**src/rtl/cpu_clock_ctrl_pkg.sv**
```systemverilog
// cpu_clock_ctrl_pkg
// Shared definitions for the CPU clock-enable controller: FSM state
// encodings and the mode-select constants.
package cpu_clock_ctrl_pkg;

  typedef enum logic [1:0] {
    ST_IDLE     = 2'd0,
    ST_RUN      = 2'd1,
    ST_STEP_ARM = 2'd2
  } state_t;

  localparam logic [1:0] MODE_HALT = 2'b00;
  localparam logic [1:0] MODE_RUN  = 2'b01;
  localparam logic [1:0] MODE_STEP = 2'b10;

endpackage

```
**src/rtl/cpu_clock_ctrl_button_sync.sv**
```systemverilog
// button_sync
// Conditions the raw single-step push-button: 2-flop synchronizer, rising-
// edge detect and a tick-based lockout so that contact bounce yields exactly
// one pulse per press.
// Ports:
//   clk    - board clock
//   reset  - asynchronous, active-high
//   tick   - one-clk pulse from the slow clock divider
//   btn    - raw asynchronous button level
//   pulse  - one-clk registered pulse per accepted press
module button_sync #(
  parameter int DB_TICKS = 4
) (
  input  logic clk,
  input  logic reset,
  input  logic tick,
  input  logic btn,
  output logic pulse
);

  localparam int DB_W = (DB_TICKS < 2) ? 1 : $clog2(DB_TICKS);

  logic            sync1;
  logic            sync2;
  logic            sync_q;
  logic            locked;
  logic [DB_W-1:0] db_cnt;
  logic            rise;
  logic            accept;

  assign rise   = sync2 & ~sync_q;
  assign accept = rise & ~locked;

  // After an accepted press the detector stays locked until the synchronized
  // level has read low on DB_TICKS consecutive ticks; any tick that sees the
  // level high restarts the count.
  always_ff @(posedge clk or posedge reset) begin
    if (reset) begin
      sync1  <= 1'b0;
      sync2  <= 1'b0;
      sync_q <= 1'b0;
      pulse  <= 1'b0;
      locked <= 1'b0;
      db_cnt <= '0;
    end else begin
      sync1  <= btn;
      sync2  <= sync1;
      sync_q <= sync2;
      pulse  <= accept;
      if (accept) begin
        locked <= 1'b1;
        db_cnt <= '0;
      end else if (tick) begin
        if (sync2) begin
          db_cnt <= '0;
        end else if (locked) begin
          if (db_cnt == DB_W'(DB_TICKS - 1)) begin
            locked <= 1'b0;
            db_cnt <= '0;
          end else begin
            db_cnt <= db_cnt + 1'b1;
          end
        end
      end
    end
  end

endmodule

```
**src/rtl/cpu_clock_ctrl.sv**
```systemverilog
// cpu_clock_ctrl
// Run/step/halt controller for the processor clock-enable. Turns the slow
// divider tick into the cpu_en pulse that gates the datapath registers.
// Ports:
//   clk       - board clock
//   reset     - asynchronous, active-high
//   tick      - one-clk pulse from the slow clock divider
//   mode      - 00 HALT, 01 RUN, 10 STEP, 11 HALT
//   step_btn  - raw single-step push-button
//   resume    - level, starts RUN when mode is RUN
//   halt_req  - one-clk halt pulse from the CPU
//   cpu_en    - datapath enable, combinational, aligned with tick
//   running   - high while in RUN
//   step_busy - high while a step is armed
//   en_count  - number of cpu_en pulses issued, wraps
//
// state    | meaning
// ST_IDLE  | no enables issued, waiting for resume or a step press
// ST_RUN   | every tick becomes a cpu_en
// ST_STEP_ARM | next tick becomes one cpu_en, then back to idle
module cpu_clock_ctrl
  import cpu_clock_ctrl_pkg::*;
#(
  parameter int DB_TICKS = 4,
  parameter int CNT_W    = 32
) (
  input  logic             clk,
  input  logic             reset,
  input  logic             tick,
  input  logic [1:0]       mode,
  input  logic             step_btn,
  input  logic             resume,
  input  logic             halt_req,
  output logic             cpu_en,
  output logic             running,
  output logic             step_busy,
  output logic [CNT_W-1:0] en_count
);

  state_t state;
  state_t state_nxt;
  logic   step_pulse;

  button_sync #(
    .DB_TICKS (DB_TICKS)
  ) u_button_sync (
    .clk   (clk),
    .reset (reset),
    .tick  (tick),
    .btn   (step_btn),
    .pulse (step_pulse)
  );

  // No register stage so the enable lines up with the divider tick. The
  // exit conditions are folded in so an exiting cycle never pulses, and
  // reset gates it so it drops the moment reset asserts.
  always_comb begin
    cpu_en = 1'b0;
    if (!reset && !halt_req) begin
      case (state)
        ST_RUN:      cpu_en = tick && (mode == MODE_RUN);
        ST_STEP_ARM: cpu_en = tick && (mode == MODE_STEP);
        default:     cpu_en = 1'b0;
      endcase
    end
  end

  // halt_req outranks a mode change, which outranks tick / step_pulse.
  always_comb begin
    state_nxt = state;
    case (state)
      ST_IDLE: begin
        if (halt_req)
          state_nxt = ST_IDLE;
        else if ((mode == MODE_RUN) && resume)
          state_nxt = ST_RUN;
        else if ((mode == MODE_STEP) && step_pulse)
          state_nxt = ST_STEP_ARM;
      end
      ST_RUN: begin
        if (halt_req || (mode != MODE_RUN))
          state_nxt = ST_IDLE;
      end
      ST_STEP_ARM: begin
        if (halt_req || (mode != MODE_STEP))
          state_nxt = ST_IDLE;
        else if (tick)
          state_nxt = ST_IDLE;
      end
      default: state_nxt = ST_IDLE;
    endcase
  end

  // Status outputs are decoded from the next state so they track the state
  // register without an extra cycle of lag.
  always_ff @(posedge clk or posedge reset) begin
    if (reset) begin
      state     <= ST_IDLE;
      running   <= 1'b0;
      step_busy <= 1'b0;
    end else begin
      state     <= state_nxt;
      running   <= (state_nxt == ST_RUN);
      step_busy <= (state_nxt == ST_STEP_ARM);
    end
  end

  always_ff @(posedge clk or posedge reset) begin
    if (reset)
      en_count <= '0;
    else if (cpu_en)
      en_count <= en_count + 1'b1;
  end

endmodule
```
**config.mk**
```make
export PLATFORM = sky130hd
export DESIGN_NAME = cpu_clock_ctrl
export DESIGN_NICKNAME = d
export VERILOG_FILES = /design/src/rtl/cpu_clock_ctrl_pkg.sv /design/src/rtl/cpu_clock_ctrl_button_sync.sv /design/src/rtl/cpu_clock_ctrl.sv
export SDC_FILE = /design/constraint.sdc
export NUM_CORES = 1
export LEC_CHECK = 0
export ABC_AREA = 1
export BUFFER_PORTS_ARGS = -buffer_cell sky130_fd_sc_hd__buf_2
export CAP_MARGIN = 40
export CORE_MARGIN = 2
export CORE_UTILIZATION = 47
export DETAILED_ROUTE_END_ITERATION = 12
export GPL_ROUTABILITY_DRIVEN = 0
export GPL_TIMING_DRIVEN = 0
export PLACE_DENSITY = 0.73
export SLEW_MARGIN = 20
export SYNTH_ARGS = -nofsm -noshare
export SYNTH_HDL_FRONTEND = slang
export SYNTH_SLANG_ARGS = --single-unit
```
**constraint.sdc**
```tcl
create_clock -name clk -period 2.5 [get_ports clk]
set_clock_uncertainty 0.05 [all_clocks]
set_input_delay 0.25 -clock clk [delete_from_list [all_inputs] [get_ports clk]]
set_output_delay 0.25 -clock clk [all_outputs]
set_load 0.005 [all_outputs]
```
==> reports/metrics.yaml <==
clock_tree:
  cts_max_path_buffers: 2
  insertion_delay_ps: 300
  htreeDepth: 2
  cts_hold_buffers: 1
  tritoncts: "built"
  clockRootBuffer: "clkbuf_8"
  cts.reportedPaths.clkPinSlew_ps: 80
  cts.sinks: 43
  post_cts_buffers: 0
  post_cts_resized: 0
  cts_buffers: 5
status:
  status: "finished, final reports clean"
sta:
  tns_ps: 0
  worstMarginPinSlew_ps: 432
  min_period_over_period_pct: 79.4
  setup_viol_count_final: 0
  hold_violations: 0
  report.final.slew_viol_count: 0
  max_freq_mhz: 503
  slew_headroom_pct: 71.1
  grt_setup_unrepaired: "no"
  min_period_ps: 1990
power:
  powerDensity_nw_per_um2: 477
  vdd_drop_max_uv: 278
  leakage_nw: 1.59
grt:
  grt_start_max_net_pins: 26
  grt_pass1_wl_um: 9280
  grt_use_total_pct: 19.5
  grt_antenna_before_repair: 0
  grt_pass1_vias: 2063
  overflow: 0
worst_setup_path:
  cp-startpoint: "state[0]"
  required_ps: 2200
  cp_max_fo: 8
  cp_data_arrival_time_ps: 1690
  start_kind: "flip-flop"
  timing.rr.start: "state[0]"
  critical_path_class: "flip-flop to primary output"
  end_kind: "primary output"
drt:
  wl_per_cell_um: 11.6
  ant_nets: 0
  drc: 0
  dr.pass1.iters: 4
  drtIter0Drc: 147
  viasPerCell: 4.77
  num_vias: 2137
  routed_wl_um: 5190
synthesis:
  ys_seq_area_share_pct: 43.3
  synth_warnings: 0
  synth_cell_types: 29
  syn_area_per_cell_um2: 7.65
  syn_nets: 339
  ys_ff_latch: 43
  synth_cells: 325
  synth_area_um2: 2480
placed_design:
  io_buffers: 42
  dp_cells: 438
  hpwlAfterDp_um: 3970
cells_and_area:
  syn_to_final_growth_pct: 18.3
  final_nets: 391
  fillCellCount: 477
  drive_above_1_share_pct: 19.8
  multi_input_area_um2: 1220
  fin_util_pct: 57.6
  layoutNonFillerInstCount: 448
  seq_area_um2: 1080
  antennaDiodeCount: 0
  layout_commonest_cell: "nand2_1"
  final_cell_mix: "nand2_1, dfrtp_1, inv_1, buf_2, nor2_1"
min_path:
  hp-class: "input pin to flip-flop"
  worstHoldStart: "resume"
floorplanning:
  start_util_pct: 48.7
  die_h_um: 76.7
  die_w_um: 76.7
  core_area_um2: 5110
  num_io_pins: 43
  design.die.area_um2: 5880
  row_count: 26
run:
  drv_cap: 0
==> power breakdown <==
part	internal, W	total, W	switching, W
clock	0.000323	0.000565	0.000242
sequential	0.000719	0.000736	0.0000165
combinational	0.0000409	0.000103	0.0000616
==> area by class of cell <==
cell class	instances	share of cell area (%)
Sequential cell	43	36.6
Buffer	2	0.894
Inverter	44	5.62
Clock buffer	6	2.81
Tap cell	70	2.98
Timing Repair Buffer	45	8.51
Clock inverter	2	1.19
Multi-Input combinational cell	236	41.4
==> registers in the layout, summed over array words and instances, names as in the netlist <==
register,flops
u_button_sync.sync2,1
u_button_sync.locked,1
state,2
u_button_sync.db_cnt,2
en_count,32
step_busy,1
u_button_sync.sync_q,1
running,1
u_button_sync.pulse,1
u_button_sync.sync1,1
==> cells in the mapped netlist <==
master	instances	area share [%]
nand2_1	114	17
dfrtp_1	43	43
inv_1	43	6.5
nor2_1	40	6.0
nand3_1	17	3.4
nand3b_1	10	3.0
nand4_1	7	1.8
xor2_1	7	2.5
ha_1	6	3.0
nor2_4	5	2.3
o21ai_0	5	1.0
nor2_2	4	1.0
nand2_2	3	0.76
nand3_2	3	1.2
nor3_1	2	0.40
o21ai_1	2	0.40
xnor2_1	2	0.71
a21oi_1	1	0.20
a21oi_4	1	0.65
a22oi_1	1	0.30
and3_1	1	0.25
buf_6	1	0.45
buf_8	1	0.60
inv_2	1	0.15
nand2_4	1	0.45
nor2_8	1	0.81
nor3_4	1	0.65
o21a_1	1	0.30
xor2_2	1	0.65
==> metrics by stage <==
step | hold WS [ps] | power, W | setup slack (ps) | instance area [um^2]
global placement | 287 | 0.000841 | 592 | 2780
detailed placement | 265 | 0.000853 | 664 | 2800
finish | 290 | 0.00140 | 514 | 2940
global route | 312 | 0.00146 | 413 | 2940
floorplan | 231 | 0.000813 | 852 | 2480
CTS | 2.70 | 0.00142 | 486 | 2930
==> final timing paths <==
kind | to | slack, ps | cells after the start
worst max-delay path | cpu_en | 510 | 5
worst min-delay path | step_busy | 290 | 6
worst max register to register | en_count[24] | 660 | 11
worst min register to register | u_button_sync.sync2 | 300 | 0
max in group asynchronous | en_count[9] | 1440 | 4
min in group asynchronous | en_count[11] | 480 | 3
==> routing by layer <==
layer  up-vias  global-route usage, %  share of wire, %
met5         -                      0                 0
met4         0                   7.45               1.3
met3         7                   3.76               4.4
met2        50                   32.0                48
met1       971                   25.5                46
li1       1109                      -                 -
==> kinds of logic after synthesis <==
logic type | synth area share, %
compound gates | 2.87
flops | 43.3
fa+ha+maj | 3.02
xor+xnor | 3.83
buf+inv | 7.70
simple gates | 39.3
==> worst max-delay path: stages, from the launching register on <==
cell,delay [ps]
dfrtp_1,430
inv_1,90
ha_1,320
nand3_1,120
a21oi_4,260
buf_2,170
No activity file was read; power rests on OpenSTA's default activity.
